===== src/rtl/tc_io_input_filter_if.sv =====
// Pad-side conditioning bundle: raw pad level and filter controls in,
// synchronised/debounced level, edge pulses and interrupt out.
interface tc_io_input_filter_if #(
  parameter int unsigned CNT_W = 16
);
  logic             pad_i;
  logic             en_i;
  logic [CNT_W-1:0] debounce_cycles_i;
  logic             rise_irq_en_i;
  logic             fall_irq_en_i;
  logic             irq_clr_i;
  logic             sync_o;
  logic             level_o;
  logic             rise_o;
  logic             fall_o;
  logic             irq_o;

  modport slave (
    input  pad_i, en_i, debounce_cycles_i, rise_irq_en_i, fall_irq_en_i, irq_clr_i,
    output sync_o, level_o, rise_o, fall_o, irq_o
  );

  modport master (
    output pad_i, en_i, debounce_cycles_i, rise_irq_en_i, fall_irq_en_i, irq_clr_i,
    input  sync_o, level_o, rise_o, fall_o, irq_o
  );
endinterface


===== src/rtl/tc_io_input_filter.sv =====
// Synchronises an asynchronous pad level, debounces it over a programmable
// stability window and produces edge pulses plus a sticky maskable interrupt.
module tc_io_input_filter #(
  parameter int unsigned SYNC_STAGES = 2,
  parameter int unsigned CNT_W       = 16,
  parameter logic        RESET_VAL   = 1'b0
) (
  input  logic                 clk_i,
  input  logic                 rst_i,
  tc_io_input_filter_if.slave  io
);

  typedef enum logic {MATCH, COUNT} state_e;

  state_e                 state_q, state_d;
  logic [SYNC_STAGES-1:0] sync_q, sync_d;
  logic [CNT_W-1:0]       cnt_q, cnt_d;
  logic                   level_q, level_d;
  logic                   rise_q, rise_d;
  logic                   fall_q, fall_d;
  logic                   irq_q, irq_d;
  logic                   sync_lvl;
  logic                   differ;

  assign sync_d   = {sync_q[SYNC_STAGES-2:0], io.pad_i};
  assign sync_lvl = sync_q[SYNC_STAGES-1];
  assign differ   = (sync_lvl != level_q);

  // MATCH already evaluates the threshold (cnt is 0 there) so that the level
  // flips after exactly D+1 consecutive differing cycles, giving D=0 the
  // minimum SYNC_STAGES-edge latency.
  always_comb begin
    state_d = state_q;
    cnt_d   = cnt_q;
    level_d = level_q;
    rise_d  = 1'b0;
    fall_d  = 1'b0;
    if (!io.en_i) begin
      state_d = MATCH;
      cnt_d   = '0;
    end else begin
      case (state_q)
        MATCH: begin
          cnt_d = '0;
          if (differ) begin
            if (io.debounce_cycles_i == '0) begin
              level_d = sync_lvl;
              rise_d  = sync_lvl;
              fall_d  = ~sync_lvl;
            end else begin
              cnt_d   = CNT_W'(1);
              state_d = COUNT;
            end
          end
        end
        COUNT: begin
          if (!differ) begin
            cnt_d   = '0;
            state_d = MATCH;
          end else if (cnt_q >= io.debounce_cycles_i) begin
            level_d = sync_lvl;
            rise_d  = sync_lvl;
            fall_d  = ~sync_lvl;
            cnt_d   = '0;
            state_d = MATCH;
          end else if (cnt_q != '1) begin
            cnt_d = cnt_q + CNT_W'(1);
          end
        end
        default: begin
          cnt_d   = '0;
          state_d = MATCH;
        end
      endcase
    end
  end

  // Set beats clear when both land in the same cycle.
  assign irq_d = (rise_q & io.rise_irq_en_i) | (fall_q & io.fall_irq_en_i) |
                 (irq_q & ~io.irq_clr_i);

  always_ff @(posedge clk_i) begin
    if (rst_i) begin
      state_q <= MATCH;
      sync_q  <= {SYNC_STAGES{RESET_VAL}};
      cnt_q   <= '0;
      level_q <= RESET_VAL;
      rise_q  <= 1'b0;
      fall_q  <= 1'b0;
      irq_q   <= 1'b0;
    end else begin
      state_q <= state_d;
      sync_q  <= sync_d;
      cnt_q   <= cnt_d;
      level_q <= level_d;
      rise_q  <= rise_d;
      fall_q  <= fall_d;
      irq_q   <= irq_d;
    end
  end

  assign io.sync_o  = sync_lvl;
  assign io.level_o = level_q;
  assign io.rise_o  = rise_q;
  assign io.fall_o  = fall_q;
  assign io.irq_o   = irq_q;

endmodule


===== src/flat_wrapper.sv =====
// flat-port wrapper written by rule: the top's interface ports become plain ports
module tc_io_input_filter_flat 
#(
  parameter int unsigned SYNC_STAGES = 2,
  parameter int unsigned CNT_W       = 16,
  parameter logic        RESET_VAL   = 1'b0
)
  (clk_i, rst_i, io_pad_i, io_en_i, io_debounce_cycles_i, io_rise_irq_en_i, io_fall_irq_en_i, io_irq_clr_i, io_sync_o, io_level_o, io_rise_o, io_fall_o, io_irq_o);
  tc_io_input_filter_if #(.CNT_W(CNT_W)) io_i ();
  input  logic clk_i;
  input  logic rst_i;
  input wire logic [$bits(io_i.pad_i)-1:0] io_pad_i;
  input wire logic [$bits(io_i.en_i)-1:0] io_en_i;
  input wire logic [$bits(io_i.debounce_cycles_i)-1:0] io_debounce_cycles_i;
  input wire logic [$bits(io_i.rise_irq_en_i)-1:0] io_rise_irq_en_i;
  input wire logic [$bits(io_i.fall_irq_en_i)-1:0] io_fall_irq_en_i;
  input wire logic [$bits(io_i.irq_clr_i)-1:0] io_irq_clr_i;
  output wire logic [$bits(io_i.sync_o)-1:0] io_sync_o;
  output wire logic [$bits(io_i.level_o)-1:0] io_level_o;
  output wire logic [$bits(io_i.rise_o)-1:0] io_rise_o;
  output wire logic [$bits(io_i.fall_o)-1:0] io_fall_o;
  output wire logic [$bits(io_i.irq_o)-1:0] io_irq_o;
  assign io_i.pad_i = io_pad_i;
  assign io_i.en_i = io_en_i;
  assign io_i.debounce_cycles_i = io_debounce_cycles_i;
  assign io_i.rise_irq_en_i = io_rise_irq_en_i;
  assign io_i.fall_irq_en_i = io_fall_irq_en_i;
  assign io_i.irq_clr_i = io_irq_clr_i;
  assign io_sync_o = io_i.sync_o;
  assign io_level_o = io_i.level_o;
  assign io_rise_o = io_i.rise_o;
  assign io_fall_o = io_i.fall_o;
  assign io_irq_o = io_i.irq_o;
  tc_io_input_filter #(.SYNC_STAGES(SYNC_STAGES), .CNT_W(CNT_W), .RESET_VAL(RESET_VAL)) u_core (.clk_i(clk_i), .rst_i(rst_i), .io(io_i));
endmodule

===== config.mk =====
export PLATFORM = sky130hd
export DESIGN_NAME = tc_io_input_filter_flat
export DESIGN_NICKNAME = d
export VERILOG_FILES = /design/src/rtl/tc_io_input_filter_if.sv /design/src/rtl/tc_io_input_filter.sv /design/src/flat_wrapper.sv
export SDC_FILE = /design/constraint.sdc
export NUM_CORES = 1
export LEC_CHECK = 0
export CORE_MARGIN = 4
export CORE_UTILIZATION = 45
export DETAILED_ROUTE_END_ITERATION = 12
export GPL_TIMING_DRIVEN = 0
export PLACE_DENSITY = 0.7
export SKIP_CTS_REPAIR_TIMING = 1
export SYNTH_ARGS = -nofsm -noshare
export SYNTH_HDL_FRONTEND = slang
export SYNTH_SLANG_ARGS = --single-unit

===== constraint.sdc =====
create_clock -name clk_i -period 6.6 [get_ports clk_i]
set_clock_uncertainty 0.15 [all_clocks]
set_input_delay 1.32 -clock clk_i [delete_from_list [all_inputs] [get_ports clk_i]]
set_output_delay 1.32 -clock clk_i [all_outputs]
set_load 0.005 [all_outputs]

# [Word level (Yosys, flattened, before mapping)]
# Cells that the tools add are included.
[classes] muxes=26 addsub=1 n_reduce_logical=3 bitwise_logic=9 div_mod_pow=0 eq_ne=7 shift=0 order_cmp=1 multipliers=0
[op_table] cell="two-way mux 16 bit" count=4
[op_table] cell="one-hot mux 16 bit (2 select lines)" count=1
[op_table] cell="two-way mux 1 bit" count=17
[op_table] cell="adder 16 x 1 -> 16 bit, second input constant" count=1
[op_table] cell=">= comparator 16 bit" count=1
[op_table] cell="logical NOT 16 bit" count=1
[op_table] cell="inequality test 16 bit, second input constant" count=1
[op_table] cell="one-hot mux 1 bit (2 select lines)" count=4
[op_table] cell="AND reduction 5 bit" count=1
[op_table] cell="inequality test 2 x 1 -> 1 bit, second input constant" count=2
[op_table] cell="inequality test 2 bit, second input constant" count=2
[op_table] cell="inequality test 4 bit, second input constant" count=1
[op_table] cell="inverter 1 bit" count=4
[op_table] cell="AND 1 bit" count=3
[op_table] cell="bitwise OR 1 bit" count=2
[op_table] cell="OR reduction 2 bit" count=1
[op_table] cell="inequality test 1 bit" count=1
[word_totals] ramBits=0 wordCells=54 rom_bits=0 latchBits=0 memories=0 out_inout_bits=5 inputBits=23 ff_bits=23

# [Logic depth before layout (Yosys ltp)]
# Gate-level depths: netlist (run 1).
[depth] word_depth=5 ltp_mapped=9 mapped_depth_nobuf=8

# [Worst setup path before layout (run 1)]
# OpenSTA, ideal clock, no wires.
[synth_path] path_type="input to register" startpoint="in io_debounce_cycles_i[0]" endpoint="reg u_core.cnt_q[13]" setup_slack_ps=3486 required_time_ps=6325 t_arrival_ps=2838 stages=7 setup_ps=125 path_buffers=0 cell_sequence="ha_1 -> nand2b_4 -> a2111oi_2 -> o211ai_2 -> a211oi_4 -> or4_1 -> a21oi_1"
[synth_via] elab_chain_cells=4 elab_cells_between_ends=5 cone_classes="order compare (1); eq/ne (1); mux (3)"
[synth_lines] element="start, declared" line="flat_wrapper.sv:14" source="input wire logic [$bits(io_i.debounce_cycles_i)-1:0] io_debounce_cycles_i;"
[synth_lines] element=">= comparator 16 bit *" line="tc_io_input_filter.sv:60" source="end else if (cnt_q >= io.debounce_cycles_i) begin"
[synth_lines] element="two-way mux 16 bit" line="tc_io_input_filter.sv:60"
[synth_lines] element="two-way mux 16 bit" line="tc_io_input_filter.sv:57" source="if (!differ) begin"
[synth_lines] element="one-hot mux 16 bit (2 select lines)" line="tc_io_input_filter.sv:42" source="case (state_q)"
[synth_lines] element="end signal, assigned" line="tc_io_input_filter.sv:94" source="cnt_q <= cnt_d;"
[synth_lines] element="end, declared" line="tc_io_input_filter.sv:17" source="logic [CNT_W-1:0] cnt_q, cnt_d;"
# Every way passes the cells marked *; elsewhere a longest branch is shown, timed or not.
# A chain may end at the register's enable or synchronous reset.

# [Worst setup path in the final report (run 1)]
[layout_path] startpoint="in io_debounce_cycles_i[6]" endpoint="reg u_core.cnt_q[15]"
# The elaborated chain is that of the path after synthesis.

==> results.toml, run 1 <==
[run_status]
status = "complete, no violations"

[yosys]
yosys_warnings = 0
synth_top_area_share = 0.300
synth_edf_count = 0
synth_cells = 177
synth_ff_type = "dfxtp_1"
synth-seq-cells = 23
yosys.area.top_type = "dfxtp_1"
syn_avg_cell_area_um2 = 8.67
syn-num-nets = 217
syn-cell-area_um2 = 1540
ys_types = 45
synthArstFlopShare = 0
synth-seq-area-share = 0.300
synth_area_leaders = "dfxtp_1, ha_1, inv_1"

[worst_setup_path]
path_cells = "clkdlybuf4s50_1 -> inv_1 -> ha_1 -> and3_1 -> a211oi_2 -> o211ai_2 -> a21oi_2 -> nand2_1 -> buf_2 -> a21oi_1"
critPathMaxFanout = 10
cp-end-kind = "flip-flop"
endpoint = "u_core.cnt_q[15]"
critPathRequiredTime_ps = 6690
cp-start-kind = "input port"
worst-path-stages = 10
critPathLaunch = "io_debounce_cycles_i[6]"
crit_type = "in2reg"
reg2reg_depth = 9
r2r_start = "u_core.cnt_q[0]"
crit_buf_inv = 3
cp.arrival_ps = 3590
r2r-end = "u_core.cnt_q[15]"
slowest_delay_ps = 480
cp_top_family = "compound AO/OA/AOI/OAI gates"
crit_slowest_cell = "clkdlybuf4s50_1"
rrSetupSlack_ps = 4120

[cells_and_area]
antenna_cells = 0
layout_commonest_cell = "clkdlybuf4s50_1"
drive_gt1_frac = 0.0769
final_cell_mix = "clkdlybuf4s50_1, dfxtp_1, inv_1"
fin_cells = 252
area_growth_pct = 22.9
fin_nets = 249
n_fill_cell = 287
seq_area_um2 = 460
multiInputGateArea_um2 = 987

[detailed_routing]
drtAntennaViolNets = 0
vias = 1424
drt-initial-drc-count = 52
firstDrtPassIters = 5
wl_per_cell_um = 14.2
wirelength_mm = 3.57
drt-vias-per-instance = 5.65
drc = 0

[floorplan]
core_um2 = 3150
initial_core_util = 0.487
die_w_um = 66.4
io_pins = 28
num_rows = 20
dieArea_um2 = 4410
die_y_um = 66.4

[power_and_ir_drop]
power.density_nw_per_um2 = 124
power_w = 0.000235
p_leak_nw = 0.721
peakVddDrop_mv = 0.0993

[clock_tree]
insertion_delay_ps = 310
cts-buffers-inserted = 3
cts_buffer_depth = 2
clkSlewWorstSetupHoldPaths_ps = 120
cts_max_level = 1
clockRootBuffer = "clkbuf_4"
cts_tree = "yes"
cts.sinks = 23

[global_route]
grt.total_usage = 0.185
antenna_found_initial = 0
grt_max_degree = 13
grt_overflow = 0
grt_pass1_wl_mm = 6.31
grt_pass1_vias = 1485

[timing]
setup-tns-final_ps = 0
period_needed_ps = 3500
worst_hold_slack_ps = 302
fmax_mhz = 286
max-slew-margin-rel = 0.649
setup_violations = 0
drv_slew = 0
setup_slack_ps = 3100
rsz0062_at_grt = "no"
fin_crit_sh = 0.530
finalHoldViolations = 0
tightest_slew_ps = 526

[placed_design]
dpl.hpwl_mm = 2.92
place_congestion = 0.913
dpl_worst_slack_ps = 2770
portBuffers = 27
dp_cells = 248

[job]
max-cap-violations = 0

[min_path]
hp-class = "reg2reg"
## how the worst min path moves through the flow
stage,start,end,slack [ps],cells after the start
detailed placement,u_core.sync_q[0],u_core.sync_q[1],280,1
CTS,u_core.sync_q[0],u_core.sync_q[1],310,1
floorplan,u_core.sync_q[0],u_core.sync_q[1],260,1
global route,u_core.sync_q[0],u_core.sync_q[1],330,1
finish,u_core.sync_q[0],u_core.sync_q[1],300,1
global placement,u_core.sync_q[0],u_core.sync_q[1],280,1
## state kept, by name, indices dropped and copies added (netlist names)
register,cells
u_core.cnt_q,16
u_core.sync_q,2
u_core.io.fall_o,1
u_core.io.irq_o,1
u_core.io.level_o,1
u_core.io.rise_o,1
u_core.state_q,1
## cell type report
cell class,instances,share of cell area
multi-input cells,131,0.523
flip-flops and latches,23,0.244
repair buffers,27,0.143
inverters,22,0.0438
well taps,44,0.0292
clock buffers,4,0.0139
plain buffers,1,0.00265
## kinds of logic after synthesis
kind of cell / Yosys count / share of synthesized area
mux: 1 / 0.00652
flops: 23 / 0.300
xor+xnor: 8 / 0.0505
fa+ha+maj: 17 / 0.139
buf+inv: 23 / 0.0570
simple gates: 71 / 0.270
compound gates: 34 / 0.178
## layer usage
| layer | GRT usage | wire [um] | vias up |
|---|---|---|---|
| met5 | 0 | 0 | - |
| met4 | 0.0812 | 56 | 0 |
| met3 | 0.0323 | 260 | 6 |
| met2 | 0.323 | 1730 | 48 |
| met1 | 0.217 | 1520 | 671 |
| li1 | - | - | 699 |
## report_power, final
group / switching, W / internal, W
combinational: 0.0000132 / 0.0000186
clock: 0.0000391 / 0.0000236
sequential: 0.000000601 / 0.000140
## per-stage QoR
stage	area [um^2]	utilization
2_1_floorplan	1540	-
3_3_place_gp	1860	0.590
3_5_place_dp	1860	0.590
4_1_cts	1890	0.598
5_1_grt	1890	0.598
6_report	1890	0.598
## cells in the mapped netlist, types with 2 or more instances
cell	instances
a211o_1	2
a21oi_1	10
inv_1	22
a211oi_4	2
nor2_1	17
xnor2_1	3
nand3_1	12
or3_1	5
xor2_1	4
nand2b_1	3
dfxtp_1	23
nand4_1	3
nand2_1	9
o21ai_0	3
o21ai_1	4
ha_1	17
nor4_1	5
and3_1	2
nor2b_1	4
nand4_4	2
Note: power is estimated with default switching activity, not from simulation.
==> inputs of run 2 (changes only) <==
==> constraint.sdc (replaced) <==
create_clock -name clk_i -period 3.5 [get_ports clk_i]
set_clock_uncertainty 0.15 [all_clocks]
set_input_delay 0.7 -clock clk_i [delete_from_list [all_inputs] [get_ports clk_i]]
set_output_delay 0.7 -clock clk_i [all_outputs]
set_load 0.005 [all_outputs]
==> results of run 2 <==
Same layout as run 1 (identical final DEF). Status: complete, no violations.
Main changes from that run: setup slack after placement 2770 ps -> 289 ps; setup slack after layout 3100 ps -> 623 ps; register-to-register setup slack 4120 ps -> 1020 ps; total power 0.000235 W -> 0.000443 W; worst IR drop on VDD 0.0993 mV -> 0.187 mV
